`src/rtl/ctrl_debounce.sv`:
```
// ctrl_debounce: turns two raw, bouncing push-buttons into the pause/restart
// controls of the downstream FIRST/SECOND/THIRD sequencer.
//
// ctrl_debounce_btn (per button): 2-flop synchroniser + 4-state debounce FSM
//   clk        in  rising-edge clock
//   rst        in  asynchronous active-low reset
//   raw        in  raw button input (asynchronous, may bounce)
//   db_next    out debounced level the FSM takes at the next edge
//   press_evt  out high in the cycle whose edge accepts a press
//
// ctrl_debounce (top)
//   clk         in  rising-edge clock
//   rst         in  asynchronous active-low reset
//   pause_raw   in  raw pause button
//   restart_raw in  raw restart button
//   pause       out registered pause control (toggled or followed)
//   restart     out registered one-cycle restart pulse
//   pause_db    out debounced pause level (debug)
//   restart_db  out debounced restart level (debug)

module ctrl_debounce_btn #(
  parameter int DB_CYCLES = 4,
  parameter int CNT_W     = $clog2(DB_CYCLES + 1)
) (
  input  logic clk,
  input  logic rst,
  input  logic raw,
  output logic db_next,
  output logic press_evt
);

  typedef enum logic [1:0] {
    RELEASED,
    PRESS_WAIT,
    PRESSED,
    RELEASE_WAIT
  } state_t;

  localparam logic [CNT_W-1:0] CNT_ONE  = CNT_W'(1);
  localparam logic [CNT_W-1:0] CNT_LAST = CNT_W'(DB_CYCLES - 1);

  state_t           state, nstate;
  logic [CNT_W-1:0] cnt, ncnt;
  logic             s1, s2;

  always_ff @(posedge clk or negedge rst) begin
    if (!rst) begin
      s1 <= 1'b0;
      s2 <= 1'b0;
    end else begin
      s1 <= raw;
      s2 <= s1;
    end
  end

  always_ff @(posedge clk or negedge rst) begin
    if (!rst) begin
      state <= RELEASED;
      cnt   <= '0;
    end else begin
      state <= nstate;
      cnt   <= ncnt;
    end
  end

  always_comb begin
    nstate = state;
    ncnt   = cnt;
    unique case (state)
      RELEASED: begin
        if (s2) begin
          nstate = PRESS_WAIT;
          ncnt   = CNT_ONE;
        end
      end
      PRESS_WAIT: begin
        if (!s2) begin
          nstate = RELEASED;
          ncnt   = '0;
        end else if (cnt == CNT_LAST) begin
          nstate = PRESSED;
          ncnt   = '0;
        end else begin
          ncnt = cnt + CNT_ONE;
        end
      end
      PRESSED: begin
        if (!s2) begin
          nstate = RELEASE_WAIT;
          ncnt   = CNT_ONE;
        end
      end
      RELEASE_WAIT: begin
        if (s2) begin
          nstate = PRESSED;
          ncnt   = '0;
        end else if (cnt == CNT_LAST) begin
          nstate = RELEASED;
          ncnt   = '0;
        end else begin
          ncnt = cnt + CNT_ONE;
        end
      end
      default: begin
        nstate = RELEASED;
        ncnt   = '0;
      end
    endcase
  end

  // Both outputs look at the transition being taken, so the top can register
  // them on the same edge the FSM accepts the change.
  always_comb begin
    db_next   = (nstate == PRESSED) || (nstate == RELEASE_WAIT);
    press_evt = (state == PRESS_WAIT) && s2 && (cnt == CNT_LAST);
  end

endmodule

module ctrl_debounce #(
  parameter int DB_CYCLES    = 4,
  parameter bit PAUSE_TOGGLE = 1'b1,
  parameter int CNT_W        = $clog2(DB_CYCLES + 1)
) (
  input  logic clk,
  input  logic rst,
  input  logic pause_raw,
  input  logic restart_raw,
  output logic pause,
  output logic restart,
  output logic pause_db,
  output logic restart_db
);

  logic pause_db_next, pause_evt;
  logic restart_db_next, restart_evt;

  ctrl_debounce_btn #(
    .DB_CYCLES(DB_CYCLES),
    .CNT_W    (CNT_W)
  ) u_pause_btn (
    .clk      (clk),
    .rst      (rst),
    .raw      (pause_raw),
    .db_next  (pause_db_next),
    .press_evt(pause_evt)
  );

  ctrl_debounce_btn #(
    .DB_CYCLES(DB_CYCLES),
    .CNT_W    (CNT_W)
  ) u_restart_btn (
    .clk      (clk),
    .rst      (rst),
    .raw      (restart_raw),
    .db_next  (restart_db_next),
    .press_evt(restart_evt)
  );

  // The debounced levels are re-registered here rather than decoded from FSM
  // state; timing is identical and every FSM output stays in use.
  always_ff @(posedge clk or negedge rst) begin
    if (!rst) begin
      pause      <= 1'b0;
      restart    <= 1'b0;
      pause_db   <= 1'b0;
      restart_db <= 1'b0;
    end else begin
      restart    <= restart_evt;
      pause_db   <= pause_db_next;
      restart_db <= restart_db_next;
      // Restart wins over a simultaneous pause press and, in follow mode,
      // clears pause for one cycle only.
      if (restart_evt) begin
        pause <= 1'b0;
      end else if (PAUSE_TOGGLE) begin
        if (pause_evt) pause <= ~pause;
      end else begin
        pause <= pause_db_next;
      end
    end
  end

endmodule
```
`config.mk`:
```
export PLATFORM = sky130hd
export DESIGN_NAME = ctrl_debounce
export DESIGN_NICKNAME = d
export VERILOG_FILES = /design/src/rtl/ctrl_debounce.sv
export SDC_FILE = /design/constraint.sdc
export NUM_CORES = 1
export LEC_CHECK = 0
export ABC_AREA = 1
export BUFFER_PORTS_ARGS = -buffer_cell sky130_fd_sc_hd__buf_2
export CORE_MARGIN = 2
export CORE_UTILIZATION = 45
export CTS_CLUSTER_SIZE = 14
export DETAILED_ROUTE_END_ITERATION = 10
export MAX_ROUTING_LAYER = met4
export SETUP_SLACK_MARGIN = 0.1
export SLEW_MARGIN = 40
export SYNTH_ARGS = -nofsm -noshare
export SYNTH_HDL_FRONTEND = slang
export SYNTH_SLANG_ARGS = --single-unit
```
`constraint.sdc`:
```
create_clock -name clk -period 3 [get_ports clk]
set_input_delay 0.3 -clock clk [delete_from_list [all_inputs] [get_ports clk]]
set_output_delay 0.3 -clock clk [all_outputs]
set_load 0.03 [all_outputs]
```
# Yosys cells after proc, flatten, opt, wreduce, memory -nomap -nowiden
# Cells that the tools add are included.
word_totals:
  regBits: 18
  inputBits: 4
  output_inout_bits: 4
  elab_cells: 70
classes:
  n_addsub: 2
  n_eq_ne: 16
  muxes: 28
  bitwise: 1
  n_reduce_logical: 11
ops:
  columns: ["op", "n"]
  rows:
  - ["$mux W3", 10]
  - ["$mux W2", 12]
  - ["$pmux W3 S4", 2]
  - ["$eq A2 B2 Y1 const B", 8]
  - ["$pmux W2 S4", 2]
  - ["$add A3 B1 Y3 const B", 2]
  - ["$eq A3 B2 Y1 const B", 2]
  - ["$eq A2 B1 Y1 const B", 2]
  - ["$logic_and A1 B1 Y1", 4]
  - ["$logic_not A2 Y1", 2]
  - ["$ne A2 B1 Y1 const B", 2]
  - ["$ne A2 B2 Y1 const B", 2]
  - ["$reduce_and A2 Y1", 2]
  - ["$logic_or A1 B1 Y1", 2]
  - ["$mux W1", 2]
  - ["$reduce_bool A2 Y1", 1]
  - ["$not A1 Y1", 1]

# Depth between registers and ports, before layout
# Gate-level depths: netlist (run 1).
logic_depth:
  word_depth: 6
  ltp_mapped: 6
  depth_no_buf: 6

# Hierarchy
# Synthesis (run 1) repeated with hierarchy kept, for this count alone.
hier_totals:
  hier_cells: 83
  hier_area_um2: 807.0
by_module_without_submodules:
  columns: ["mod", "instances", "cells_per_inst", "area_per_inst_um2", "seq_area_each_um2"]
  rows:
  - ["ctrl_debounce_btn", 2, 37, 344.1, 175.2]
  - ["ctrl_debounce", 1, 9, 118.9, 100.1]

# Least setup slack after synthesis (run 1)
# OpenSTA, ideal clock, no wires.
synth_timing:
  path_kind: "reg-to-reg"
  start: "register u_restart_btn.cnt[0]"
  end: "register restart_db"
  setup_ps: 119
  arrival_ps: 878
  required_time_ps: 2881
  setup_slack_ps: 2004
  path_stages_with_launch: 5
  n_path_buf: 0
  period_less_slack_ps: 996
  path_cell_list: "dfrtp_1 -> ha_1 -> nand2_1 -> nor2_4 -> o21a_1"
synth_via:
  elab_chain_cells: 6
  elab_cells_between_ends: 9
  cone_classes: "eq/ne (3); mux (5); reduce/logical (1)"
synth_rtl:
  columns: ["item", "line", "text"]
  rows:
  - ["from (decl)", "43", "logic [CNT_W-1:0] cnt, ncnt;"]
  - ["from (signal assigned)", "62", "cnt <= ncnt;"]
  - ["$eq A3 B2 Y1 (*)", "80, 97", null]
  - ["$mux W2, on equally long branches", "97, 80", null]
  - ["$mux W2, on equally long branches", "94, 77", null]
  - ["$pmux W2 S4 (*)", "69", "unique case (state)"]
  - ["$eq A2 B2 Y1", "114", "db_next = (nstate == PRESSED) || (nstate == RELEASE_WAIT);"]
  - ["$logic_or A1 B1 Y1 (*)", "114", null]
  - ["named net restart_db_next", "136", "logic restart_db_next, restart_evt;"]
  - ["to (signal assigned)", "171", "restart_db <= restart_db_next;"]
  - ["to (decl)", "132", "output logic restart_db"]
# Mark *: on every way through the listed nets, which the timed path passes. The rest lies on a longest branch.
# A chain may end at the register's enable or synchronous reset.

# Final worst setup path (run 1)
layout_timing:
  start: "register pause"
  end: "output port pause"
layout_rtl:
  columns: ["item", "line", "text"]
  rows:
  - ["from (decl)", "129", "output logic pause,"]
  - ["from (signal assigned)", "177", "if (pause_evt) pause <= ~pause;"]
  - ["from (signal assigned)", "179", "pause <= pause_db_next;"]
# No word-level cell between the ends.

==> results of run 1 <==
state kept, by name, indices dropped and copies added, names as in the netlist:
register	cells
restart_db	1
pause_db	1
u_restart_btn.s2	1
u_restart_btn.cnt	3
u_pause_btn.s1	1
restart	1
u_restart_btn.s1	1
u_pause_btn.state	2
u_pause_btn.s2	1
pause	1
u_pause_btn.cnt	3
u_restart_btn.state	2
per-stage QoR:
stage	utilization	power (mW)	worst slack (ps)
floorplan	-	0.599	2000
global placement	0.496	0.657	1920
detailed placement	0.496	0.666	1900
CTS	0.524	0.817	1790
global route	0.524	0.868	1740
finish	0.524	0.804	1810
routing by layer:
metal / up-vias / part of all wire
li1: 282 / -
met1: 233 / 0.55
met2: 7 / 0.41
met3: 2 / 0.030
met4: 0 / 0.010
met5: - / 0
logic make-up (layout without fill, tap and decap cells):
family          count (synthesis)  count (layout)  synth area share
simple gates                   37              37             0.237
flops                          18              18             0.572
buf+inv                        14              25            0.0684
xor+xnor                        2               2            0.0223
fa+ha+maj                       2               2            0.0318
compound gates                  9               9            0.0683
timing repair:
item | CTS | global route
endpoints found under the hold margin | 18 | 0
endpoints found under the setup margin | 0 | 0
hold buffers | 1 | 0
cell usage in the layout (no fill, tap or decap), types with 3 or more instances in the layout:
| master | instances |
|---|---|
| nand2_1 | 10 |
| nor2_1 | 6 |
| o21ai_0 | 5 |
| nand3_1 | 11 |
| nor2_2 | 4 |
| inv_1 | 10 |
| inv_2 | 3 |
| dfrtp_1 | 18 |
| buf_2 | 7 |
| clkbuf_4 | 3 |
layout make-up:
type                       count  area, um2  area share
clock buffer                   4       36.3      0.0410
inverter                      13       48.8      0.0552
multi-input combinational     50        283       0.320
sequential                    18        450       0.509
tap                           17       21.3      0.0240
timing repair buffer           8       45.0      0.0509
how the worst max path moves through the flow:
stage	start	to	slack [ps]	depth (start not counted)
finish	pause$_DFFE_PN0P_	pause	1810	1
global route	u_restart_btn.cnt[0]$_DFFE_PN0P_	pause$_DFFE_PN0P_	1740	6
CTS	pause$_DFFE_PN0P_	pause	1790	1
detailed placement	u_restart_btn.cnt[0]$_DFFE_PN0P_	pause$_DFFE_PN0P_	1900	6
global placement	u_restart_btn.cnt[0]$_DFFE_PN0P_	pause$_DFFE_PN0P_	1920	6
floorplan	u_restart_btn.cnt[0]$_DFFE_PN0P_	restart_db$_DFF_PN0_	2000	4
power groups by stage:
stage / clock [mW] / combinational, mW / sequential [mW]
after global placement: 0 / 0.268 / 0.389
after CTS: 0.155 / 0.275 / 0.387
after floorplan: 0 / 0.191 / 0.408
after detailed placement: 0 / 0.275 / 0.391
final: 0.148 / 0.270 / 0.387
after global routing: 0.161 / 0.309 / 0.398
==> metrics.txt, run 1 <==
hold path startpoint pause_raw; Total Wirelength 1190 um; P_int 489 uW; met3 usage 0.0238; met2 usage 0.183; switching part of the total power 0.392; GRT Resource Usage Total 0.142; Diodes inserted 0; reg2reg start u_restart_btn.cnt[0]$_DFFE_PN0P_; DR pass1 iterations 4; setup TNS 0 ps; Synth area leaders dfrtp_1 (57%), nand3_1 (7.0%), inv_1 (4.8%), nand2_1 (4.8%), ha_1 (3.2%); crit-path max cell delay 390 ps; share of flip-flops with an asynchronous set or reset 1.00; Buf/Inv on CP 1; P per Cell Area 909 nW/um2; Post-Syn Nets 88; clk slew on worst S/H paths 100 ps; initial antenna violation count 0; NumNets Final 100; Vias/cell 4.76; R2R depth 6; hold path depth 1; Worst Setup End Kind output port; Reg power frac 0.481; Placeable Area 1690 um2; Area Overhead vs Synth 12.4%; Leak 0.445 nW; largest delay contributor family on the critical path flip-flops; CTS tree done; Worst EP arrival 890 ps; Netlist cell types 19; Initial DRC Count 12; warnings from Yosys 0; drt wl/cell 10.9 um; final hold vios 0; Skew-Pair Late Insertion Delay 290 ps; final setup violating endpoints 0; # IOs 8; num rows 15; Placed Cells incl. Taps 105; PostCTS Resize Cnt 0; Syn Area/Cell 9.60 um2; Worst EP required 2700 ps; post-layout minimum cycle time 1190 ps; met1 Use GR 0.214; top cell type's share of synthesized area 0.572; Mapped Area 787 um2; die span in x 45.8 um; register area share after synthesis 0.572; Worst Skew 2.74 ps; I/O Buffers 7; Slew @ Worst Pin 389 ps; EDFF count, synth 0; CTS Sinks 18; largest net degree at the start of global routing 19; placed inst area 838 um2; top-count cell post-synth dfrtp_1; hpwl dp 897 um; clock share of power 0.183; #FFs+latches synth 18; fin area 885 um2; hold_ws 107 ps; Synth Flop Type dfrtp_1; Die Y 45.8 um; die area 2100 um2; crit path cell chain buf_2; Max-Cap Viols 0; Fillers 166; GP Congestion 0.787; Vias 524; Max-slew headroom 0.741; Reg2Reg Setup Slack 1890 ps; Non-Filler Instances 110; CP startpoint kind register; Final period util 0.397; crit path kind register to output port; global-route wire length before repair 1990 um; H-tree Lvls 1; CTS buffer count 3; Antenna Violating Nets Remaining 0; worst hold endpoint u_pause_btn.s1$_DFF_PN0_; Max IR drop VDD 0.000573 V; GRT Max-Usage Layer met1; combinational power share 0.336; status completed; Fmax 840 MHz; Max Slew Vio Count 0; overflow left after global routing 0; DRC 0; area leader, netlist dfrtp_1; Slowest-stage cell, CP dfrtp_1; RSZ-0062 raised after global routing no; Psw 315 uW; Synth Instances 82; clk buf depth 2; most frequent cells after synthesis dfrtp_1 (18), nand3_1 (11), inv_1 (10), nand2_1 (10), nor2_1 (6); Starting Density 0.466; Hold Path Class input port to register; worst flop-to-flop path endpoint pause$_DFFE_PN0P_; vias in the first global route 452; setup bufs post-CTS 0; Critical Path Fanout Max 3; root buf cell clkbuf_4; layout cells sized above 1 0.247
(Power assumes the default switching activity.)
==> run 2, diff against run 1 <==
--- a/config.mk
+++ b/config.mk
@@ -12,6 +12,7 @@
 export CTS_CLUSTER_SIZE = 14
 export DETAILED_ROUTE_END_ITERATION = 10
 export MAX_ROUTING_LAYER = met4
+export PLACE_DENSITY = 0.66
 export SETUP_SLACK_MARGIN = 0.1
 export SLEW_MARGIN = 40
 export SYNTH_ARGS = -nofsm -noshare
==> constraint.sdc (replaced) <==
create_clock -name clk -period 0.99 [get_ports clk]
set_input_delay 0.099 -clock clk [delete_from_list [all_inputs] [get_ports clk]]
set_output_delay 0.099 -clock clk [all_outputs]
set_load 0.03 [all_outputs]
==> run 2 against run 1 <==
Against the previous run: the run now ends with setup timing left; worst setup slack lost 1900 ps; final area increased by 29%; clock skew shrank 1.1 ps; utilization up 15 points; sequential power grew to 3.1 times the previous value; worst hold slack improved by 140 ps; global-route usage increased by 3.1 points; sequential cell count stayed put; highest routed layer unchanged.
==> metrics.txt, run 2 (synthesized netlist as in run 1, its figures left out) <==
RSZ-0062 raised after global routing yes; crit path kind register to register; Diodes inserted 0; I/O Buffers 7; Worst Slack Setup Final -56.0 ps; clk slew on worst S/H paths 100 ps; post-layout util 0.674; Worst Setup End Kind register; largest delay contributor family on the critical path flip-flops; CP startpoint kind register; Vias/cell 5.00; Starting Density 0.466; overflow left after global routing 0; final setup violating endpoints 5; Skew-Pair Late Insertion Delay 290 ps; clk buf depth 2; crit path cell chain ha_4 -> inv_2 -> nor2_2 -> nand3_2 -> nand3_1 -> nand2_1; Fmax 956 MHz; num rows 15; CTS Sinks 18; Max-slew headroom 0.743; layout cells sized above 1 0.551; commonest cells after routing, fill and taps aside dfrtp_1 (15), buf_4 (11), nand3_1 (10), inv_2 (7), nor2_2 (7); GP Congestion 0.867; Total Wirelength 1490 um; Antenna Violating Nets Remaining 0; status complete, but fails checks; reg2reg start u_restart_btn.cnt[0]$_DFFE_PN0P_; Buf/Inv on CP 1; Placeable Area 1690 um2; worst flop-to-flop path endpoint pause$_DFFE_PN0P_; largest net degree at the start of global routing 19; Fillers 118; failing checks setup timing; final hold vios 0; Max Slew Vio Count 0; Largest regs u_pause_btn.cnt (3), u_restart_btn.cnt (3); # IOs 8; crit-path max cell delay 410 ps; routed wl met3 44 um; H-tree Lvls 1; hpwl dp 921 um; Top Layer Used met4; met2 routed WL 734 um; R2R depth 6; Max IR drop VDD 0.00169 V; NumNets Final 114; DRC 0; M1 wire length 695 um; Final period util 1.06; Critical Path Fanout Max 3; hold_ws 246 ps; initial antenna violation count 0; die area 2100 um2; Die Y 45.8 um; drt wl/cell 12.0 um; Psw 1.22 mW; Worst Skew 1.59 ps; Worst EP required 1190 ps; Initial DRC Count 6; vias in the first global route 605; CTS tree done; P per Cell Area 2780 nW/um2; switching part of the total power 0.386; Worst EP arrival 1240 ps; die span in x 45.8 um; post-layout minimum cycle time 1050 ps; commonest non-fill, non-tap cell in the layout dfrtp_1; GRT Resource Usage Total 0.173; Vias 620; global-route wire length before repair 2480 um; Hold Path Class input port to asynchronous set/reset pin; Slew @ Worst Pin 385 ps; P_int 1.94 mW; CTS buffer count 3; combinational power share 0.472; Reg power frac 0.384; clock share of power 0.144; Area Overhead vs Synth 44.7%; root buf cell clkbuf_4; Max-Cap Viols 0; Reg2Reg Setup Slack -60 ps; Leak 0.533 nW; DR pass1 iterations 4; Slowest-stage cell, CP dfrtp_1
[run 2: cell count changes in the layout (fill, tap and decap cells not counted), moves of 4 or more]
cell     delta
inv_2       +4
buf_4      +11
inv_1       -4
o21ai_0     -5
buf_2       -4
buf_6       +5
nor2_1      -5
nand2_1     -4
[run 2: how the worst max path moves through the flow]
stage                                           from  cells past startpoint              endpoint  slack, ps
global placement    u_restart_btn.cnt[0]$_DFFE_PN0P_                      6     pause$_DFFE_PN0P_        -60
floorplan           u_restart_btn.cnt[0]$_DFFE_PN0P_                      6     pause$_DFFE_PN0P_       0.06
global route        u_restart_btn.cnt[0]$_DFFE_PN0P_                      5  restart_db$_DFF_PN0_       -130
CTS                 u_restart_btn.cnt[0]$_DFFE_PN0P_                      6     pause$_DFFE_PN0P_        -60
detailed placement  u_restart_btn.cnt[0]$_DFFE_PN0P_                      6     pause$_DFFE_PN0P_        -70
finish              u_restart_btn.cnt[0]$_DFFE_PN0P_                      6     pause$_DFFE_PN0P_        -60
[run 2: what timing repair did]
action / CTS / global route
setup buffers: 4 / 2
hold buffers: 3 / 0
cloned: 0 / 0
hold endpoints to repair: 20 / 0
pin swaps: 12 / 7
endpoints found under the setup margin: 18 / 18
gates resized for setup: 27 / 10
[run 2: cell type report]
cell class | instances | area (um2) | area share
Sequential cell | 18 | 454 | 0.399
Timing Repair Buffer | 22 | 184 | 0.162
Multi-Input combinational cell | 50 | 394 | 0.346
Clock buffer | 4 | 36.3 | 0.0319
Inverter | 13 | 48.8 | 0.0429
Tap cell | 17 | 21.3 | 0.0187
[run 2: per-layer routing]
| metal | up-vias | GRT usage |
|---|---|---|
| met5 | - | - |
| met4 | 0 | 0.0857 |
| met3 | 2 | 0.0357 |
| met2 | 12 | 0.273 |
| met1 | 293 | 0.209 |
| li1 | 313 | - |
[run 2: metrics by stage]
| stage | instance area, um2 | power [mW] | setup slack, ps | TNS (ps) | std cells |
|---|---|---|---|---|---|
| 2_1_floorplan | 815 | 1.89 | 0.0591 | 0 | 82 |
| 3_3_place_gp | 911 | 2.19 | -56.1 | -85.9 | 111 |
| 3_5_place_dp | 911 | 2.21 | -69.8 | -195 | 111 |
| 4_1_cts | 1090 | 3.01 | -60.2 | -210 | 122 |
| 5_1_grt | 1140 | 3.41 | -132 | -677 | 124 |
| 6_report | 1140 | 3.16 | -56.0 | -226 | 124 |
[run 2: power by group through the flow]
stage	registers (mW)	clock network, mW	logic (mW)
floorplan	1.27	0	0.628
global placement	1.17	0	1.02
detailed placement	1.18	0	1.04
CTS	1.19	0.464	1.36
global route	1.25	0.515	1.64
finish	1.21	0.454	1.49
